$ cat src/rtl/mempool_pkg.sv
// Shared MemPool word, address and byte-enable types.
// Used by the tile-local TCDM bank arbitration logic.
package mempool_pkg;

    localparam int unsigned AddrWidth = 10;
    localparam int unsigned DataWidth = 32;
    localparam int unsigned BeWidth   = DataWidth / 8;

    typedef logic [AddrWidth-1:0] tcdm_addr_t;
    typedef logic [DataWidth-1:0] data_t;
    typedef logic [BeWidth-1:0]   be_t;

endpackage

$ cat src/rtl/tcdm_rr_pick.sv
// Pointer-rotated first-one search.
// Scans req starting at ptr and wrapping modulo NumIn.
module tcdm_rr_pick #(
    parameter int NumIn = 4,
    localparam int IdxW = (NumIn > 1) ? $clog2(NumIn) : 1
) (
    input  logic [NumIn-1:0] req,
    input  logic [IdxW-1:0]  ptr,
    output logic [IdxW-1:0]  idx,
    output logic             valid
);

    int k;

    // Walk from the farthest offset down so the nearest hit wins.
    always_comb begin
        idx   = '0;
        valid = 1'b0;
        k     = 0;
        for (int i = NumIn - 1; i >= 0; i--) begin
            k = int'(ptr) + i;
            if (k >= NumIn) k = k - NumIn;
            if (req[k]) begin
                idx   = IdxW'(k);
                valid = 1'b1;
            end
        end
    end

endmodule

$ cat src/rtl/tcdm_bank_arbiter.sv
// Lock-stable round-robin arbiter for one TCDM bank port.
// Routes each one-cycle-latency read response back to its requester.
module tcdm_bank_arbiter
    import mempool_pkg::*;
#(
    parameter int NumIn       = 4,
    parameter bit WriteRespOn = 1'b0
) (
    input  logic                   clk_i,
    input  logic                   rst_ni,
    input  logic [NumIn-1:0]       req_i,
    input  tcdm_addr_t [NumIn-1:0] addr_i,
    input  logic [NumIn-1:0]       wen_i,
    input  data_t [NumIn-1:0]      wdata_i,
    input  be_t [NumIn-1:0]        be_i,
    output logic [NumIn-1:0]       gnt_o,
    output logic [NumIn-1:0]       vld_o,
    output data_t [NumIn-1:0]      rdata_o,
    output logic                   mem_req_o,
    output tcdm_addr_t             mem_addr_o,
    output logic                   mem_wen_o,
    output data_t                  mem_wdata_o,
    output be_t                    mem_be_o,
    input  logic                   mem_gnt_i,
    input  data_t                  mem_rdata_i
);

    localparam int IdxW = (NumIn > 1) ? $clog2(NumIn) : 1;

    logic [IdxW-1:0] rr_q;
    logic            lock_q;
    logic [IdxW-1:0] lock_idx_q;
    logic            vld_q;
    logic [IdxW-1:0] rsp_idx_q;

    logic [IdxW-1:0] pick_idx;
    logic            pick_vld;
    logic [IdxW-1:0] sel;
    logic            xfer;

    tcdm_rr_pick #(
        .NumIn(NumIn)
    ) i_pick (
        .req  (req_i),
        .ptr  (rr_q),
        .idx  (pick_idx),
        .valid(pick_vld)
    );

    // A stalled selection stays put until the bank accepts it.
    assign sel       = lock_q ? lock_idx_q : pick_idx;
    assign mem_req_o = |req_i;
    assign xfer      = mem_req_o && mem_gnt_i;

    always_comb begin
        mem_addr_o  = addr_i[0];
        mem_wen_o   = wen_i[0];
        mem_wdata_o = wdata_i[0];
        mem_be_o    = be_i[0];
        for (int i = 1; i < NumIn; i++) begin
            if (sel == IdxW'(i)) begin
                mem_addr_o  = addr_i[i];
                mem_wen_o   = wen_i[i];
                mem_wdata_o = wdata_i[i];
                mem_be_o    = be_i[i];
            end
        end
    end

    always_comb begin
        gnt_o = '0;
        vld_o = '0;
        for (int i = 0; i < NumIn; i++) begin
            gnt_o[i]   = (sel == IdxW'(i)) && mem_gnt_i && req_i[i];
            vld_o[i]   = (rsp_idx_q == IdxW'(i)) && vld_q;
            rdata_o[i] = mem_rdata_i;
        end
    end

    always_ff @(posedge clk_i or negedge rst_ni) begin
        if (!rst_ni) begin
            rr_q       <= '0;
            lock_q     <= 1'b0;
            lock_idx_q <= '0;
            vld_q      <= 1'b0;
            rsp_idx_q  <= '0;
        end else begin
            vld_q <= 1'b0;
            if (xfer) begin
                rr_q      <= (sel == IdxW'(NumIn - 1)) ? '0 : sel + IdxW'(1);
                lock_q    <= 1'b0;
                vld_q     <= !mem_wen_o || WriteRespOn;
                rsp_idx_q <= sel;
            end else if (mem_req_o) begin
                lock_q     <= 1'b1;
                lock_idx_q <= sel;
            end
        end
    end

    // Requesters must hold their request while the bank stalls them.
    a_lock_hold : assert property (
        @(posedge clk_i) disable iff (!rst_ni)
        lock_q |-> req_i[lock_idx_q]
    );

    logic unused_pick_vld;
    assign unused_pick_vld = pick_vld;

endmodule

$ cat config.mk
export PLATFORM = sky130hd
export DESIGN_NAME = tcdm_bank_arbiter
export DESIGN_NICKNAME = d
export VERILOG_FILES = /design/src/rtl/mempool_pkg.sv /design/src/rtl/tcdm_rr_pick.sv /design/src/rtl/tcdm_bank_arbiter.sv
export SDC_FILE = /design/constraint.sdc
export NUM_CORES = 1
export LEC_CHECK = 0
export CAP_MARGIN = 30
export CORE_AREA = 2 2 158 160
export CTS_CLUSTER_DIAMETER = 120
export DETAILED_ROUTE_END_ITERATION = 8
export DIE_AREA = 0 0 160 162
export GPL_TIMING_DRIVEN = 0
export PLACE_DENSITY = 0.51
export SLEW_MARGIN = 20
export SYNTH_ARGS = -nofsm -noshare
export SYNTH_HDL_FRONTEND = slang
export SYNTH_SLANG_ARGS = --single-unit
$ cat constraint.sdc
create_clock -name clk_i -period 2.7 [get_ports clk_i]
set_clock_uncertainty 0.2 [all_clocks]
set_input_delay 0.27 -clock clk_i [delete_from_list [all_inputs] [get_ports clk_i]]
set_output_delay 0.27 -clock clk_i [all_outputs]
set_load 0.02 [all_outputs]
After elaboration in Yosys (flattened, before gate mapping)
Index checks and enable logic that the tools add are counted.
{ "classes": {"n_lt_le_gt_ge": 8, "n_reduce_logical": 19, "addsub": 8, "mux": 37, "bitwise_logic": 1, "eq_ne": 6} }
{ "op_table": {"columns": ["operator", "count"], "rows": [
  ["$mux 32", 7],
  ["$lt 32x4->1 const B", 4],
  ["$ge 32x4->1 const B", 3],
  ["$sub 32x4->32 const B", 3],
  ["$mux 10", 3],
  ["$mux 1", 14],
  ["$logic_and 1x1->1", 13],
  ["$mux 2", 6],
  ["$mux 4", 3],
  ["$bmux 1 s2", 4],
  ["$eq 2x2->1 const B", 4],
  ["$add 2x2->3 const B", 2],
  ["$eq 2x1->1 const B", 2],
  ["$logic_not 2->1", 2],
  ["$reduce_or 4->1", 1],
  ["$sub 2x3->4 const B", 1],
  ["$add 2x1->3 const B", 1],
  ["$ge 2x3->1 const B", 1],
  ["$add 2x1->2 const B", 1],
  ["$reduce_and 2->1", 1],
  ["$reduce_bool 2->1", 1],
  ["$logic_not 1->1", 1],
  ["$not 1->1", 1]
]} }
{ "word_totals": {"wordCells": 84, "out_inout_bits": 184, "ff_bits": 8, "in_bits": 227} }

Depth between registers and ports, before layout
Gate-level depths: netlist of run 1.
{ "depth": {"depth_word": 17, "ltp_mapped": 13, "ltp_nobuf": 9} }

Cells and area by module
From an unflattened synthesis of run 1, not the netlist that was laid out.
{ "hier_totals": {"cells_unflattened": 392, "hier_area_um2": 3012.9} }
{ "modules_own_cells": {"columns": ["module", "seq_area_each_um2", "instances", "cells_each", "area_each_um2"], "rows": [
  ["tcdm_bank_arbiter", 200.2, 1, 379, 2935.3],
  ["tcdm_rr_pick", 0.0, 1, 13, 77.6]
]} }

Least setup slack after synthesis of run 1
No wires, ideal clock.
{ "synth_path": {"path_type": "register to output", "from": "register rr_q[0]", "to": "output mem_addr_o[0]", "arrival_ns": 2.596, "stages_incl_launch_ff": 14, "t_required_ns": 2.230, "path_buffers": 4, "setup_slack_ns": -0.366, "cell_sequence": "dfrtp_1 -> clkbuf_2 -> or2b_1 -> a21boi_0 -> o41a_1 -> inv_1 -> ha_1 -> clkbuf_1 -> buf_4 -> buf_2 -> mux2i_1 -> nor2_1 -> a21oi_1 -> o21ai_0"} }
{ "synth_between": {"elab_chain_cells": 15, "elab_cells_between_ends": 38, "cone_classes": "add/sub: 7; order compare: 4; eq/ne: 3; mux: 24"} }
{ "synth_rtl": {"columns": ["item", "line_no", "text"], "rows": [
  ["start: declaration", "tcdm_bank_arbiter.sv:30", "logic [IdxW-1:0] rr_q;"],
  ["start signal: assignment", "tcdm_bank_arbiter.sv:90", "rr_q <= (sel == IdxW'(NumIn - 1)) ? '0 : sel + IdxW'(1);"],
  ["$add 2x2->3", "tcdm_rr_pick.sv:21", "k = int'(ptr) + i;"],
  ["$sub 32x4->32 or $ge 32x4->1 (tied branches)", "tcdm_rr_pick.sv:22", "if (k >= NumIn) k = k - NumIn;"],
  ["$mux 32", "tcdm_rr_pick.sv:22", null],
  ["$bmux 1 s2", "tcdm_rr_pick.sv:23", "if (req[k]) begin"],
  ["$mux 1 (implied by the code) (2 in series)", "tcdm_rr_pick.sv:23", null],
  ["$mux 2 (3 in series)", "tcdm_rr_pick.sv:23", null],
  ["$mux 2 (*)", "tcdm_rr_pick.sv:23", null],
  ["$mux 2 (*)", "tcdm_bank_arbiter.sv:51", "assign sel = lock_q ? lock_idx_q : pick_idx;"],
  ["via sel[0]", "tcdm_bank_arbiter.sv:38", "logic [IdxW-1:0] sel;"],
  ["$eq 2x1->1", "tcdm_bank_arbiter.sv:61", "if (sel == IdxW'(i)) begin"],
  ["$mux 10 (2 in series)", "tcdm_bank_arbiter.sv:61", null],
  ["$mux 10 (*)", "tcdm_bank_arbiter.sv:61", null],
  ["end: declaration", "tcdm_bank_arbiter.sv:20", "output tcdm_addr_t mem_addr_o,"]
]} }
The timed path passes the listed nets; every way through them passes the cells marked *. The select of a mux whose other input is x is not followed.

Final worst setup path of run 1
{ "layout_path": {"from": "register rr_q[1]", "to": "output mem_wdata_o[18]"} }
{ "layout_between": {"elab_chain_cells": 15, "elab_cells_between_ends": 38, "cone_classes": "add/sub: 7; order compare: 4; eq/ne: 3; mux: 24"} }
{ "layout_rtl": {"columns": ["item", "line_no", "text"], "rows": [
  ["$add 2x2->3", "tcdm_rr_pick.sv:21", null],
  ["$sub 32x4->32 or $ge 32x4->1 (tied branches)", "tcdm_rr_pick.sv:22", null],
  ["$mux 32", "tcdm_rr_pick.sv:22", null],
  ["$bmux 1 s2", "tcdm_rr_pick.sv:23", null],
  ["$mux 1 (implied by the code) (2 in series)", "tcdm_rr_pick.sv:23", null],
  ["$mux 2 (3 in series)", "tcdm_rr_pick.sv:23", null],
  ["$mux 2 (*)", "tcdm_rr_pick.sv:23", null],
  ["$mux 2 (*)", "tcdm_bank_arbiter.sv:51", null],
  ["via sel[1]", "tcdm_bank_arbiter.sv:38", null],
  ["$eq 2x1->1", "tcdm_bank_arbiter.sv:61", null],
  ["$mux 32 (2 in series)", "tcdm_bank_arbiter.sv:61", null],
  ["$mux 32 (*)", "tcdm_bank_arbiter.sv:61", null],
  ["end: declaration", "tcdm_bank_arbiter.sv:22", "output data_t mem_wdata_o,"]
]} }
Marked as above.

==> summary.txt, run 1 <==
Synthesized cell area -> 0.00303 mm^2
DR vias -> 4529
Port Buffer Count -> 375
GPL Wtd Cong -> 0.756
Root Buffer -> clkbuf_16
Ant. Diodes -> 0
Wire per inst -> 16.0 um
Ports -> 411
Seq/Total Area, Yosys -> 0.0660
Main combinational cell family by area after synthesis -> buffers and inverters
Critical path launch point type -> register
Chip width -> 160 um
PD cells -> 714 mW/mm^2
Clk pwr share -> 0.040
Share of post-route cells with drive strength above 1 -> 0.419
Mapped Nets -> 695
FF+latch count, synth -> 8
Synth Area in Adders -> 0.0165
Crit path DAT -> 2570 ps
Drt first pass iters -> 4
CP bufs+invs -> 5
Die H -> 162 um
Crit path cell chain -> a21oi_4 -> nor3_4 -> o41ai_4 -> inv_2 -> ha_4 -> buf_12 -> buf_12 -> buf_12 -> mux2i_4 -> nor2_2 -> a21oi_2 -> o21ai_2 -> buf_6
Req. time, crit path -> 2230 ps
Core ar. -> 0.0241 mm^2
Switching power total -> 2.78 mW
Gr ovfl total -> 0
RSZ-0062 raised after global routing -> yes
Xor and xnor fraction of the mapped netlist area -> 0
Layout area overhead -> 181%
Vias in the first global route -> 4599
Critical R2R Capture -> vld_q
Clock H-tree levels -> 1
Initial DRC count -> 119
Ys async rst share -> 1.00
FMAX -> 329 MHz
R2r worst-path depth -> 12
TritonCTS Sinks -> 8
Worst-Skew Late Latency -> 230 ps
Worst-Margin Slew -> 608 ps
Distinct cells, synth -> 34
Global-route wire length before repair -> 27300 um
Status -> finished, violations left
Seq pwr share -> 0.037
Reg-to-Reg Start -> rr_q[0]
Rows -> 57
Post-synth EDFFs -> 0
# DRC -> 0
Fin. max-slew vios -> 0
# nets final -> 1107
Reg-to-reg slack, setup -> 80 ps
Synth Area in Simple Gates -> 0.179
Compound-Gate Fraction of Synth Area -> 0.194
CP peak stage delay -> 440 ps
CP max FO -> 5
Post-synth top flop -> dfrtp_1
Commonest non-fill, non-tap cell in the layout -> clkdlybuf4s50_1
Place WS -> -2100 ps
Logic gate share of total power -> 0.923
Leading area contributor after synthesis -> buf_4
Multi-input gate area -> 0.00222 mm^2
Sw Ratio -> 0.456
Post-synth top area share -> 0.324
Syn Area/Cell -> 6.54 um^2
Synth top area cells -> buf_4 32%, mux2i_1 16%, a21oi_1 8.2%, o21ai_0 8.1%, nand2_1 6.7%
Final hold violation count -> 0
Antenna violations before repair -> 1
Fin crit share -> 1.13
Leak pwr -> 3.52 nW
Slew HR -> 0.593
CP dominant cell by count -> buf_12
Violated checks -> setup timing
Num CTS Buffers -> 3
Syn. warnings -> 0
Hpwl dp -> 16000 um
Register Area -> 203 um^2
Final WS setup -> -341 ps
CTS clk-pin slew, worst paths -> 40 ps
Design area -> 0.00852 mm^2
Crit end category -> output pin
Most frequent cells in the layout -> 323 x clkdlybuf4s50_1, 149 x buf_4, 56 x buf_6
Total of max-cap violations -> 0
Gr usage total -> 0.136
Slowest-stage cell, CP -> dfrtp_2
WS Path Type -> register to output pin
Routed wire length -> 19200 um
Crit path max-delay family -> compound AO/OA/AOI/OAI gates
PnR Total Power -> 6.09 mW
Worst min path class -> input port to async pin
Cell count after synthesis -> 464
Hold buffers post-CTS -> 0
Final setup viols -> 49
Post-DRT Antenna Nets -> 0
Worst IR Drop VDD -> 384 uV
DP Area -> 0.00738 mm^2
Largest net degree at the start of global routing -> 11
Initial core utilization -> 0.126
Die Area -> 0.0259 mm^2
Internal power -> 3.31 mW
Clock buffer depth -> 2
Average vias per placed instance -> 3.78
Fill count -> 2601
Finished Core Util -> 0.354
CTS tree -> yes
Final min period -> 3040 ps
Multiplexer area fraction after synthesis -> 0.174
[flip-flops by register name (all words and copies together), names as in the netlist]
signal      cells
rr_q            2
vld_q           1
lock_idx_q      2
lock_q          1
rsp_idx_q       2
[metrics by stage]
| stage | setup TNS, ps | cells | hold WS [ps] |
|---|---|---|---|
| floorplan | -1200 | 464 | -226 |
| global placement | -96740 | 1163 | 286 |
| detailed placement | -96830 | 1163 | 298 |
| CTS | -13770 | 1192 | 138 |
| global route | -17630 | 1198 | 154 |
| finish | -11850 | 1198 | 120 |
[power by group through the flow]
stage               combinational, mW  clock [mW]  sequential [mW]
global route                     6.02       0.253            0.229
CTS                              5.55       0.245            0.208
detailed placement               4.34           0            0.210
finish                           5.62       0.243            0.224
global placement                 4.35           0            0.210
floorplan                        2.41           0            0.198
[cell families after synthesis]
group,count (synthesis)
buffers and inverters,165
multiplexers,52
flip-flops,8
adder cells (fa/ha/maj),4
AND/OR/NAND/NOR,128
AO/OA/AOI/OAI,107
[timing repair]
| item | in CTS | in global routing |
|---|---|---|
| buffers inserted | 23 | 10 |
| gates resized for setup | 416 | 52 |
| pin swaps | 23 | 28 |
| setup endpoints to repair | 52 | 52 |
| gates cloned | 5 | 0 |
[layout make-up]
cell class,instances,share of cell area
multi-input cells,291,0.261
flip-flops and latches,8,0.0238
clock buffers,3,0.00881
inverters,5,0.00220
repair buffers,410,0.498
plain buffers,157,0.158
well taps,324,0.0476
[cell usage after synthesis (all sizes together), types with 2 or more instances]
cell,instances
nor3,5
buf,138
nor2,52
inv,5
o41ai,2
mux2i,47
and3,6
ha,4
clkbuf,22
dfrtp,8
or2b,2
a21oi,50
mux2,5
o21ai,49
nand2,54
nand2b,2
[how the worst max path moves through the flow]
stage | end | from | slack [ps] | cells past startpoint
CTS | mem_wen_o | rr_q[0] | -390 | 12
detailed placement | mem_wdata_o[27] | req_i[1] | -2100 | 11
global placement | mem_wdata_o[27] | req_i[1] | -2090 | 11
floorplan | mem_wdata_o[10] | rr_q[0] | -60 | 10
finish | mem_wdata_o[18] | rr_q[1] | -340 | 13
global route | mem_be_o[1] | rr_q[1] | -460 | 13
[routing by layer]
layer | part of all wire | GRT usage
met1 | 0.39 | 0.159
met2 | 0.53 | 0.264
met3 | 0.076 | 0.0296
met4 | 0.0018 | 0.00860
met5 | 0 | 0
(Power assumes the default switching activity.)
==> inputs of run 2 (changes only) <==
--- a/config.mk
+++ b/config.mk
@@ -13,2 +13,3 @@
 export GPL_TIMING_DRIVEN = 0
+export MAX_ROUTING_LAYER = met4
 export PLACE_DENSITY = 0.51
==> constraint.sdc (replaced) <==
create_clock -name clk_i -period 2.7 [get_ports clk_i]
set_clock_uncertainty 0.2 [all_clocks]
set_input_delay 0.54 -clock clk_i [delete_from_list [all_inputs] [get_ports clk_i]]
set_output_delay 0.54 -clock clk_i [all_outputs]
set_load 0.02 [all_outputs]
==> run 2 against run 1 <==
Compared with the run above:
- sequential cell count unchanged
- critical path depth unchanged
- global-route usage up 0.35 points
- core utilization up 1.2 points
- final cell count up 0.83%
- sequential power down 2%
- sequential share of layout area down 0.079 points
- power up 4.0%
- combinational power up 4.4%
- the run still ends with setup timing left
- worst setup slack worse by 250 ps
- critical endpoint is now mem_wdata_o[30]
- first-iteration DRC count down 22%
- largest cell class unchanged
- die area unchanged
- largest power group unchanged
==> summary.txt, run 2 (synthesis results as in run 1) <==
Slew HR -> 0.597 (+0.00371)
Core ar. -> 0.0241 mm^2 (unchanged)
Initial core utilization -> 0.126 (unchanged)
Clock buffer depth -> 2 (unchanged)
Total of max-cap violations -> 0 (unchanged)
Worst IR Drop VDD -> 404 uV (+5.2%)
Final WS setup -> -592 ps (-251 ps)
Crit path max-delay family -> compound AO/OA/AOI/OAI gates
Port Buffer Count -> 375 (unchanged)
Hold buffers post-CTS -> 0 (unchanged)
Root Buffer -> clkbuf_16
Worst-Margin Slew -> 603 ps (-5.54 ps)
Worst Hold Path EP -> lock_idx_q[0]
Reg-to-Reg Start -> rr_q[0]
Design area -> 0.00882 mm^2 (+3.5%)
WS Path Type -> input port to output pin
Hold wc startpoint -> lock_idx_q[0]
Leak pwr -> 3.63 nW (+3.1%)
Worst-Skew Late Latency -> 230 ps (about the same)
CTS clk-pin slew, worst paths -> 40 ps (about the same)
GPL Wtd Cong -> 0.781 (+3.3%)
Crit path cell chain -> buf_12 -> or2b_1 -> a21oi_2 -> o41a_1 -> inv_2 -> ha_4 -> buf_12 -> clkbuf_16 -> mux2i_1 -> nor2_1 -> a21oi_1 -> o21ai_2 -> buf_6
Fin crit share -> 1.22 (+0.0928)
Worst min path class -> register to register
Gr usage total -> 0.139 (+0.00354)
Final hold violation count -> 0 (unchanged)
PD cells -> 718 mW/mm^2 (+0.53%)
Dpl cells -> 1164 (+0.086%)
Violated checks -> setup timing
Fill count -> 2576 (-0.96%)
DR vias -> 4579 (+1.1%)
Most frequent cells in the layout -> 323 x clkdlybuf4s50_1, 150 x buf_4, 62 x buf_6
R2r worst-path depth -> 10 (-2)
Antenna violations before repair -> 0 (-1)
Chip width -> 160 um (unchanged)
CP max FO -> 5 (unchanged)
FMAX -> 304 MHz (-7.6%)
Reg-to-reg slack, setup -> 180 ps (+100 ps)
Critical R2R Capture -> vld_q
Average vias per placed instance -> 3.79 (+0.27%)
Final TNS setup -> -25900 ps (-14060 ps)
CP bufs+invs -> 5 (unchanged)
TritonCTS Sinks -> 8 (unchanged)
CTS tree -> yes
Hpwl dp -> 14900 um (-6.4%)
Global-route wire length before repair -> 27400 um (+0.45%)
RSZ-0062 raised after global routing -> yes
# nets final -> 1117 (+0.90%)
Final min period -> 3290 ps (+251 ps)
Critical path launch point type -> input port
Req. time, crit path -> 1960 ps (-270 ps)
Fin. max-slew vios -> 0 (unchanged)
Status -> finished, violations left
CP dominant cell by count -> buf_12
Drt first pass iters -> 4 (unchanged)
Initial DRC count -> 93 (-22%)
Hold Crit Depth -> 1
Commonest non-fill, non-tap cell in the layout -> clkdlybuf4s50_1
Gr ovfl total -> 0 (unchanged)
Die Area -> 0.0259 mm^2 (unchanged)
Rows -> 57 (unchanged)
Post-DRT Antenna Nets -> 0 (unchanged)
DP Area -> 0.00747 mm^2 (+1.2%)
Clock H-tree levels -> 1 (unchanged)
Ant. Diodes -> 0 (unchanged)
Finished Layout Cells -> 1208 (+0.83%)
Die H -> 162 um (unchanged)
CP peak stage delay -> 430 ps (about the same)
Crit path DAT -> 2550 ps (-20 ps)
Final setup viols -> 51 (+4.1%)
Crit end category -> output pin
Vias in the first global route -> 4894 (+6.4%)
Routed wire length -> 19200 um (+0.28%)
Ports -> 411 (unchanged)
Num CTS Buffers -> 3 (unchanged)
Biggest regs -> lock_idx_q x2, rr_q x2, rsp_idx_q x2
Slowest-stage cell, CP -> o41a_1
# DRC -> 0 (unchanged)
Share of post-route cells with drive strength above 1 -> 0.440 (+0.0213)
Largest net degree at the start of global routing -> 11 (unchanged)
Layout area overhead -> 191%
Wire per inst -> 15.9 um (-0.55%)
run 2: cell types whose count changed in the layout (fill, tap and decap cells not counted), moves of 5 or more:
cell and change:
clkbuf_2 -7, buf_6 +6, clkbuf_16 +6, a21oi_2 +5
buf_12 -6, mux2i_1 -5, clkbuf_8 +9
run 2: final cells by class:
| type | count | area, um^2 | area share |
|---|---|---|---|
| buffer | 156 | 1450 | 0.164 |
| clock buffer | 3 | 75.1 | 0.00852 |
| inverter | 5 | 18.8 | 0.00213 |
| multi-input combinational | 291 | 2290 | 0.260 |
| sequential | 8 | 203 | 0.0230 |
| tap | 324 | 405 | 0.0460 |
| timing repair buffer | 421 | 4380 | 0.497 |
run 2: routing by layer:
layer	global-route usage	vias to the layer above	wire length, um
li1	-	2279	-
met1	0.162	2073	7740
met2	0.259	213	10200
met3	0.0207	14	1060
met4	0.0221	0	206
met5	-	-	0
run 2: how the worst max path moves through the flow:
stage | startpoint | endpoint | cells after the start
after floorplan | req_i[2] | mem_wdata_o[21] | 13
after global placement | req_i[1] | mem_wdata_o[12] | 11
after detailed placement | req_i[1] | mem_wdata_o[12] | 11
after CTS | rr_q[0] | mem_wdata_o[26] | 13
after global routing | rr_q[0] | mem_wdata_o[6] | 11
final | req_i[2] | mem_wdata_o[30] | 13
run 2: stage by stage:
stage / hold WS [ps] / util / worst slack [ps] / total power, mW
final: 303 / 0.366 / -592 / 6.33
after global routing: 333 / 0.366 / -717 / 6.72
after CTS: 303 / 0.352 / -594 / 6.03
after detailed placement: 294 / 0.310 / -2180 / 4.56
after global placement: 290 / 0.309 / -2140 / 4.55
after floorplan: 44.4 / - / -458 / 2.67
run 2: repair_timing:
action | in CTS | in global routing
cloned | 9 | 2
endpoints found under the setup margin | 53 | 51
buffers inserted | 23 | 11
pin swaps | 17 | 28
gates resized for setup | 436 | 51
run 2: power by group:
| group | switching, mW | total (mW) | internal, mW |
|---|---|---|---|
| sequential | 0.0476 | 0.219 | 0.171 |
| clock | 0.0550 | 0.246 | 0.191 |
| combinational | 2.73 | 5.87 | 3.14 |
